$ cat src/rtl/fnd_scan_ctrl.sv
// Multiplexed 7-segment display controller: sequential binary-to-BCD conversion
// behind a valid/busy handshake, common-anode digit scanning, blanking, blink, overflow dashes.
module fnd_scan_ctrl #(
  parameter int NUM_DIGITS = 4,
  parameter int DATA_W     = 14,
  parameter int SCAN_DIV   = 100_000,
  parameter int BLINK_DIV  = 250
) (
  input  logic                  clk,
  input  logic                  reset,
  input  logic [DATA_W-1:0]     number,
  input  logic                  number_valid,
  output logic                  busy,
  output logic                  overflow,
  input  logic [NUM_DIGITS-1:0] dp,
  input  logic                  blank_en,
  input  logic                  blink_en,
  output logic [NUM_DIGITS-1:0] fndCom,
  output logic [7:0]            fndFont
);

  localparam int BCD_W = 4 * NUM_DIGITS;
  localparam int IDX_W = (NUM_DIGITS > 1) ? $clog2(NUM_DIGITS) : 1;
  localparam int CNT_W = $clog2(DATA_W + 1);
  localparam int SC_W  = $clog2(SCAN_DIV + 1);
  localparam int BC_W  = $clog2(BLINK_DIV + 1);

  localparam logic [1:0] S_IDLE  = 2'd0;
  localparam logic [1:0] S_SHIFT = 2'd1;
  localparam logic [1:0] S_DONE  = 2'd2;

  function automatic logic [63:0] max_value(input int n);
    logic [63:0] p;
    p = 64'd1;
    for (int i = 0; i < n; i++) begin
      p = p * 64'd10;
    end
    return p - 64'd1;
  endfunction

  localparam logic [63:0] MAX_VAL = max_value(NUM_DIGITS);

  function automatic logic [BCD_W-1:0] add3(input logic [BCD_W-1:0] a);
    logic [BCD_W-1:0] r;
    r = a;
    for (int i = 0; i < NUM_DIGITS; i++) begin
      if (a[4*i +: 4] >= 4'd5) begin
        r[4*i +: 4] = a[4*i +: 4] + 4'd3;
      end else begin
        r[4*i +: 4] = a[4*i +: 4];
      end
    end
    return r;
  endfunction

  function automatic logic [6:0] font7(input logic [3:0] nib);
    logic [6:0] s;
    case (nib)
      4'h0:    s = 7'h40;
      4'h1:    s = 7'h79;
      4'h2:    s = 7'h24;
      4'h3:    s = 7'h30;
      4'h4:    s = 7'h19;
      4'h5:    s = 7'h12;
      4'h6:    s = 7'h02;
      4'h7:    s = 7'h78;
      4'h8:    s = 7'h00;
      4'h9:    s = 7'h10;
      4'hA:    s = 7'h08;
      4'hB:    s = 7'h03;
      4'hC:    s = 7'h46;
      4'hD:    s = 7'h21;
      4'hE:    s = 7'h06;
      4'hF:    s = 7'h0E;
      default: s = 7'h7F;
    endcase
    return s;
  endfunction

  logic [1:0]        state_q, state_d;
  logic [DATA_W-1:0] bin_q, bin_d;
  logic [BCD_W-1:0]  acc_q, acc_d, acc_adj_s;
  logic [CNT_W-1:0]  cnt_q, cnt_d;
  logic              ovf_pend_q, ovf_pend_d;
  logic [BCD_W-1:0]  disp_q, disp_d;
  logic              overflow_q, overflow_d;
  logic [SC_W-1:0]   scan_cnt_q, scan_cnt_d;
  logic [IDX_W-1:0]  idx_q, idx_d;
  logic [BC_W-1:0]   blink_cnt_q, blink_cnt_d;
  logic              phase_q, phase_d;
  logic              scan_wrap_s;

  assign acc_adj_s = add3(acc_q);

  // Converter FSM: latch, shift-and-add-3 one bit per clock, then publish.
  always_comb begin
    state_d    = state_q;
    bin_d      = bin_q;
    acc_d      = acc_q;
    cnt_d      = cnt_q;
    ovf_pend_d = ovf_pend_q;
    disp_d     = disp_q;
    overflow_d = overflow_q;
    case (state_q)
      S_IDLE: begin
        if (number_valid) begin
          state_d    = S_SHIFT;
          bin_d      = number;
          acc_d      = '0;
          cnt_d      = '0;
          ovf_pend_d = (64'(number) > MAX_VAL);
        end else begin
          state_d = S_IDLE;
        end
      end
      S_SHIFT: begin
        // bits pushed past the top nibble are dropped; overflow flag covers them
        acc_d = {acc_adj_s[BCD_W-2:0], bin_q[DATA_W-1]};
        bin_d = bin_q << 1;
        cnt_d = cnt_q + CNT_W'(1);
        if (cnt_q == CNT_W'(DATA_W - 1)) begin
          state_d = S_DONE;
        end else begin
          state_d = S_SHIFT;
        end
      end
      S_DONE: begin
        disp_d     = acc_q;
        overflow_d = ovf_pend_q;
        state_d    = S_IDLE;
      end
      default: begin
        state_d = S_IDLE;
      end
    endcase
  end

  // Scan divider, digit index and blink phase.
  always_comb begin
    scan_wrap_s = (scan_cnt_q == SC_W'(SCAN_DIV - 1));
    scan_cnt_d  = scan_wrap_s ? '0 : scan_cnt_q + SC_W'(1);
    idx_d       = idx_q;
    blink_cnt_d = blink_cnt_q;
    phase_d     = phase_q;
    if (scan_wrap_s) begin
      if (idx_q == IDX_W'(NUM_DIGITS - 1)) begin
        idx_d = '0;
      end else begin
        idx_d = idx_q + IDX_W'(1);
      end
    end else begin
      idx_d = idx_q;
    end
    if (!blink_en) begin
      blink_cnt_d = '0;
      phase_d     = 1'b0;
    end else if (scan_wrap_s) begin
      if (blink_cnt_q == BC_W'(BLINK_DIV - 1)) begin
        blink_cnt_d = '0;
        phase_d     = ~phase_q;
      end else begin
        blink_cnt_d = blink_cnt_q + BC_W'(1);
        phase_d     = phase_q;
      end
    end else begin
      blink_cnt_d = blink_cnt_q;
      phase_d     = phase_q;
    end
  end

  // State registers.
  always_ff @(posedge clk or posedge reset) begin
    if (reset) begin
      state_q     <= S_IDLE;
      bin_q       <= '0;
      acc_q       <= '0;
      cnt_q       <= '0;
      ovf_pend_q  <= 1'b0;
      disp_q      <= '0;
      overflow_q  <= 1'b0;
      scan_cnt_q  <= '0;
      idx_q       <= '0;
      blink_cnt_q <= '0;
      phase_q     <= 1'b0;
    end else begin
      state_q     <= state_d;
      bin_q       <= bin_d;
      acc_q       <= acc_d;
      cnt_q       <= cnt_d;
      ovf_pend_q  <= ovf_pend_d;
      disp_q      <= disp_d;
      overflow_q  <= overflow_d;
      scan_cnt_q  <= scan_cnt_d;
      idx_q       <= idx_d;
      blink_cnt_q <= blink_cnt_d;
      phase_q     <= phase_d;
    end
  end

  logic [BCD_W-1:0]      upper_s;
  logic [3:0]            nib_s;
  logic                  blanked_s;
  logic [6:0]            seg_s;
  logic [NUM_DIGITS-1:0] sel_s;

  // Digit select and segment decode from registered state plus live controls.
  always_comb begin
    upper_s   = disp_q >> {idx_q, 2'b00};
    nib_s     = disp_q[{idx_q, 2'b00} +: 4];
    blanked_s = blank_en && (idx_q != '0) && (upper_s == '0);
    sel_s     = NUM_DIGITS'(1) << idx_q;
    if (overflow_q) begin
      seg_s = 7'h3F;
    end else if (blanked_s) begin
      seg_s = 7'h7F;
    end else begin
      seg_s = font7(nib_s);
    end
    if (blink_en && phase_q) begin
      fndCom = '1;
    end else begin
      fndCom = ~sel_s;
    end
    fndFont = {~dp[idx_q], seg_s};
  end

  assign busy     = (state_q != S_IDLE);
  assign overflow = overflow_q;

endmodule

$ cat config.mk
export PLATFORM = sky130hd
export DESIGN_NAME = fnd_scan_ctrl
export DESIGN_NICKNAME = d
export VERILOG_FILES = /design/src/rtl/fnd_scan_ctrl.sv
export SDC_FILE = /design/constraint.sdc
export NUM_CORES = 1
export LEC_CHECK = 0
export BUFFER_PORTS_ARGS = -buffer_cell sky130_fd_sc_hd__buf_2
export CORE_AREA = 2 2 90 92
export DETAILED_ROUTE_END_ITERATION = 8
export DIE_AREA = 0 0 92 94
export GPL_TIMING_DRIVEN = 0
export PLACE_DENSITY = 0.8
export SYNTH_ARGS = -nofsm -noshare
export SYNTH_HDL_FRONTEND = slang
export SYNTH_SLANG_ARGS = --single-unit
$ cat constraint.sdc
create_clock -name clk -period 2.93 [get_ports clk]
set_input_delay 0.4395 -clock clk [delete_from_list [all_inputs] [get_ports clk]]
set_output_delay 0.4395 -clock clk [all_outputs]
set_load 0.02 [all_outputs]
==> run summary <==
The sequential share of the synthesized area came out at 0.454. The cell count of the worst reg-to-reg path is 6. The post-route antenna net violation count is 0. The remaining global-route overflow came out at 0. The starting density of the core came out at 0.594. The worst path in the final design needs a cycle of 3.01 ns, including I/O delays and setup. The total net switching power came out at 0.00177 W.

The via count normalized by instance count is 5.95. For this run, the top clock speed supported by timing is 333 MHz. The post-route fraction of the period consumed by the critical path came out at 1.03.

The cell area after synthesis came out at 4520 um2. The final setup skew is 0.00630 ns. Counting flops with an async set or reset pin after synthesis yields a share of 1.00. The worst register-to-register path ends at idx_q[1]$_DFFE_PP0N_. The post-synthesis xor/xnor area fraction came out at 0.0368. By area, the combinational part of the netlist is dominated by simple AND/OR/NAND/NOR gates.

STA classifies the critical path startpoint as a register. At the pin with the least slew margin, the transition time is 0.657 ns. At the later pin of the worst-skew pair, clock insertion delay measures 0.35 ns. The analysis attributes to cell leakage a power of 2.33 nW. The count of nets after finishing is 555. The share of cells above drive strength 1 is 0.232. The HPWL after detailed placement came out at 6960 um. The number of remaining DRC errors is 0.

The data required time of the critical path came out at 2.49 ns. By area the synthesized netlist is led by dfrtp_1, ha_1, mux2_2. In the final routing, the length of wire on met1 measures 4370 um. Of the total power, the share spent switching nets is 0.399. The yosys synthesis warning count came out at 0. The largest buffer count on any clock path is 2. The tree is rooted in a clkbuf_8. Of the total synthesized cell area, the portion taken by AND, OR, NAND and NOR gates is 0.203. The portion of synthesized area spent on multiplexers is 0.0786. The number of DRC violations after detailed-routing iteration 0 came out at 296. The largest net degree at the start of global routing came out at 66.

The total clock sinks came out at 82. In this run the critical register-to-register path is launched from scan_cnt_q[0]$_DFF_PP0_. The number of antenna violations at the first check in global routing is 0.

STA classifies the critical path endpoint as an output pin. The via count of the first global-routing pass came out at 3,684. The number of diodes is 0. The global-route wire length before repair came out at 17,000 um.

The post-synthesis instance total came out at 450. Excluding fillers, the count of instances in the completed layout stands at 616. Row generation in the floorplan step produced 32 rows. The post-synthesis area per instance came out at 10.0 um2. The met3 wirelength from detailed routing came out at 341 um. The die boundary height is 94 um.

The relative max-transition margin is 0.559. TritonCTS built the clock tree. The run finished, with violations left. The final count of hold timing violations is 0. The share of total power dissipated in combinational logic is 0.415.

The global routing usage summed across all routing layers is 0.248. During I/O placement, the number of pins put on the boundary was 37. The placed instances occupy a cell area of 4860 um2. The final reports fail on setup timing.

The number of enable-type register cells in the synthesized netlist came out at 0. The main flop type after synthesis is dfrtp_1. The number of search-and-repair iterations in the first detailed-routing pass came out at 5.

The full die area came out at 8650 um2. The pre-CTS worst setup slack is 0.0729 ns. The H-tree was split into 3 levels.

The final weighted congestion in routability-driven placement came out at 0.828. The total vias in the final route came out at 3,668. Along the worst path, the maximum fanout reaches 5.

Counting distinct cell types in the post-synthesis netlist gives 52. In this run the horizontal extent of the chip is 92 um. The number of endpoints failing setup at the final stage came out at 3. The share of the synthesized area in the top cell type is 0.454. The setup path with the least slack is of type register to output pin.

Buffers placed on the I/O ports in this run total 36. The routed length on met2 is 5410 um. After detailed routing, the total wire length is 10,300 um. The area growth from synthesis to layout came out at 16.0%.

Across the VDD grid, the largest voltage drop is 0.550 mV. The core footprint is 7610 um2. The total of fill cells in the finished design is 585. The cell-internal power is 0.00267 W.

Clock-pin slew was measured on the worst setup and hold paths at 0.08 ns. Setup repair after global routing could not meet its margin everywhere. Of all cell types, the one taking the most synthesized area is dfrtp_1.

The final cell area excluding filler cells is 5240 um2. The cell area power density is 847 nW/um2. The total power draw came out at 0.00444 W.

The proportion of power drawn by flip-flops and latches is 0.399. The final worst setup slack came out at -0.0762 ns. The part of the total power dissipated in the clock network came out at 0.185. Setup slack on the worst reg-to-reg path comes out at 0.94 ns. After detailed placement, the design holds a cell count of 589. The number of synthesized register bits came out at 82. After detailed routing, the average wire length per cell comes to 16.8 um. The number of clock buffers inserted by TritonCTS came out at 9. Signal routing reaches up to met4. The synthesized netlist net count is 496. The number of max-slew violations in the final report was 0. The fraction of the mapped netlist area in compound gates came to 0.122.

The min-delay analysis places its worst path in the category primary input to asynchronous set/reset pin. Max-cap violations in this run came to 0. Of the total synthesized cell area, the portion taken by full adders, half adders and majority gates is 0.0637. The worst path arrival time is 2.57 ns.
flip-flops by register name (all words and copies together) (netlist names):
register,count
disp_q,16
overflow,1
idx_q,2
cnt_q,4
bin_q,14
acc_q,16
ovf_pend_q,1
state_q,2
blink_cnt_q,8
scan_cnt_q,17
phase_q,1
routing by layer:
layer / up-vias / GRT usage
met1: 1828 / 0.315
li1: 1734 / -
met5: - / 0
met4: 0 / 0.0945
met3: 24 / 0.0409
met2: 82 / 0.427
placed cells by master (no fill, tap or decap), types with 4 or more instances in the layout:
cell type | netlist | routed
nor2b_1 | 5 | 5
or4_1 | 6 | 6
o31ai_1 | 8 | 8
buf_4 | 4 | 18
clkbuf_8 | 0 | 10
mux4_2 | 4 | 4
nor3b_1 | 5 | 5
xor2_1 | 9 | 9
mux2_2 | 20 | 20
nand4_1 | 9 | 9
clkbuf_1 | 14 | 15
inv_1 | 19 | 15
nand2b_1 | 7 | 7
a21oi_1 | 7 | 7
nand3_1 | 29 | 29
a22oi_1 | 14 | 14
dfrtp_1 | 82 | 82
buf_2 | 3 | 34
o21ai_0 | 35 | 33
a32o_1 | 4 | 4
nor3_1 | 5 | 4
nand2_1 | 58 | 58
and4_1 | 4 | 4
xnor2_1 | 10 | 10
o221a_2 | 4 | 4
and3_1 | 6 | 6
ha_1 | 23 | 21
nor2_1 | 16 | 16
power groups by stage:
stage	clock, W	sequential (W)	combinational (W)
after floorplan	0	0.00167	0.00127
after global placement	0	0.00174	0.00156
after detailed placement	0	0.00177	0.00166
after CTS	0.000841	0.00176	0.00177
after global routing	0.000880	0.00181	0.00205
final	0.000822	0.00177	0.00185
critical path, stage by stage, from the launching register on:
cell and delay, ns:
dfrtp_1 0.37, buf_6 0.14, mux4_2 0.55, inv_2 0.11, buf_4 0.13, ha_4 0.15
inv_2 0.08, nor4_2 0.34, nor4_2 0.07, nand4_1 0.12, buf_4 0.15
how the worst max path moves through the flow:
stage,depth (start not counted),end,from,slack (ns)
2_1_floorplan,8,fndFont[3],idx_q[0]$_DFFE_PP0N_,0.37
3_3_place_gp,2,acc_q[14]$_DFFE_PP0P_,reset,-0.51
3_5_place_dp,9,fndFont[4],idx_q[0]$_DFFE_PP0N_,0.07
4_1_cts,9,fndFont[6],idx_q[0]$_DFFE_PP0N_,-0.05
5_1_grt,10,fndFont[0],idx_q[0]$_DFFE_PP0N_,-0.16
6_report,10,fndFont[0],idx_q[0]$_DFFE_PP0N_,-0.08
layout make-up:
type	instances	area, um2	share of cell area
plain buffers	24	120	0.0229
clock buffers	11	141	0.0270
clock inverters	5	53.8	0.0103
inverters	19	73.8	0.0141
multi-input cells	325	2370	0.452
flip-flops and latches	82	2050	0.391
well taps	102	128	0.0243
repair buffers	48	307	0.0585
stage by stage:
stage                     setup TNS (ns)  hold slack, ns   util
final                             -0.135          0.0156  0.689
after global routing              -0.572          0.0276  0.689
after CTS                        -0.0504         0.00803  0.681
after detailed placement               0           0.402  0.638
after global placement            -41.57           0.456  0.635
after floorplan                        0           0.435      -
cells by family (layout without fill, tap and decap cells):
family | count (synthesis) | after routing
simple gates | 171 | 171
compound gates | 84 | 84
flops | 82 | 82
buf+inv | 43 | 107
mux | 28 | 28
fa+ha+maj | 23 | 23
xor+xnor | 19 | 19
cells in the mapped netlist, types with 2 or more instances:
cell type	count
a21boi_1	2
a21oi_1	7
a22oi_1	14
a31oi_1	2
a32o_1	4
and2_1	2
and3_1	6
and4_1	4
buf_1	2
buf_2	3
buf_4	4
clkbuf_1	14
dfrtp_1	82
ha_1	23
inv_1	19
mux2_2	20
mux2i_1	4
mux4_2	4
nand2_1	58
nand2b_1	7
nand3_1	29
nand3b_1	3
nand4_1	9
nor2_1	16
nor2b_1	5
nor3_1	5
nor3b_1	5
nor4_1	5
o211ai_1	2
o21ai_0	35
o221a_2	4
o31ai_1	8
or3_1	2
or4_1	6
xnor2_1	10
xor2_1	9
repair_timing:
item                       in CTS  in global routing
setup endpoints to repair       7                  7
pin swaps                       7                  2
buffers inserted                9                  2
resized for setup              14                 12
hold buffers                    0                  0
Note: power is estimated with default switching activity, not from simulation.
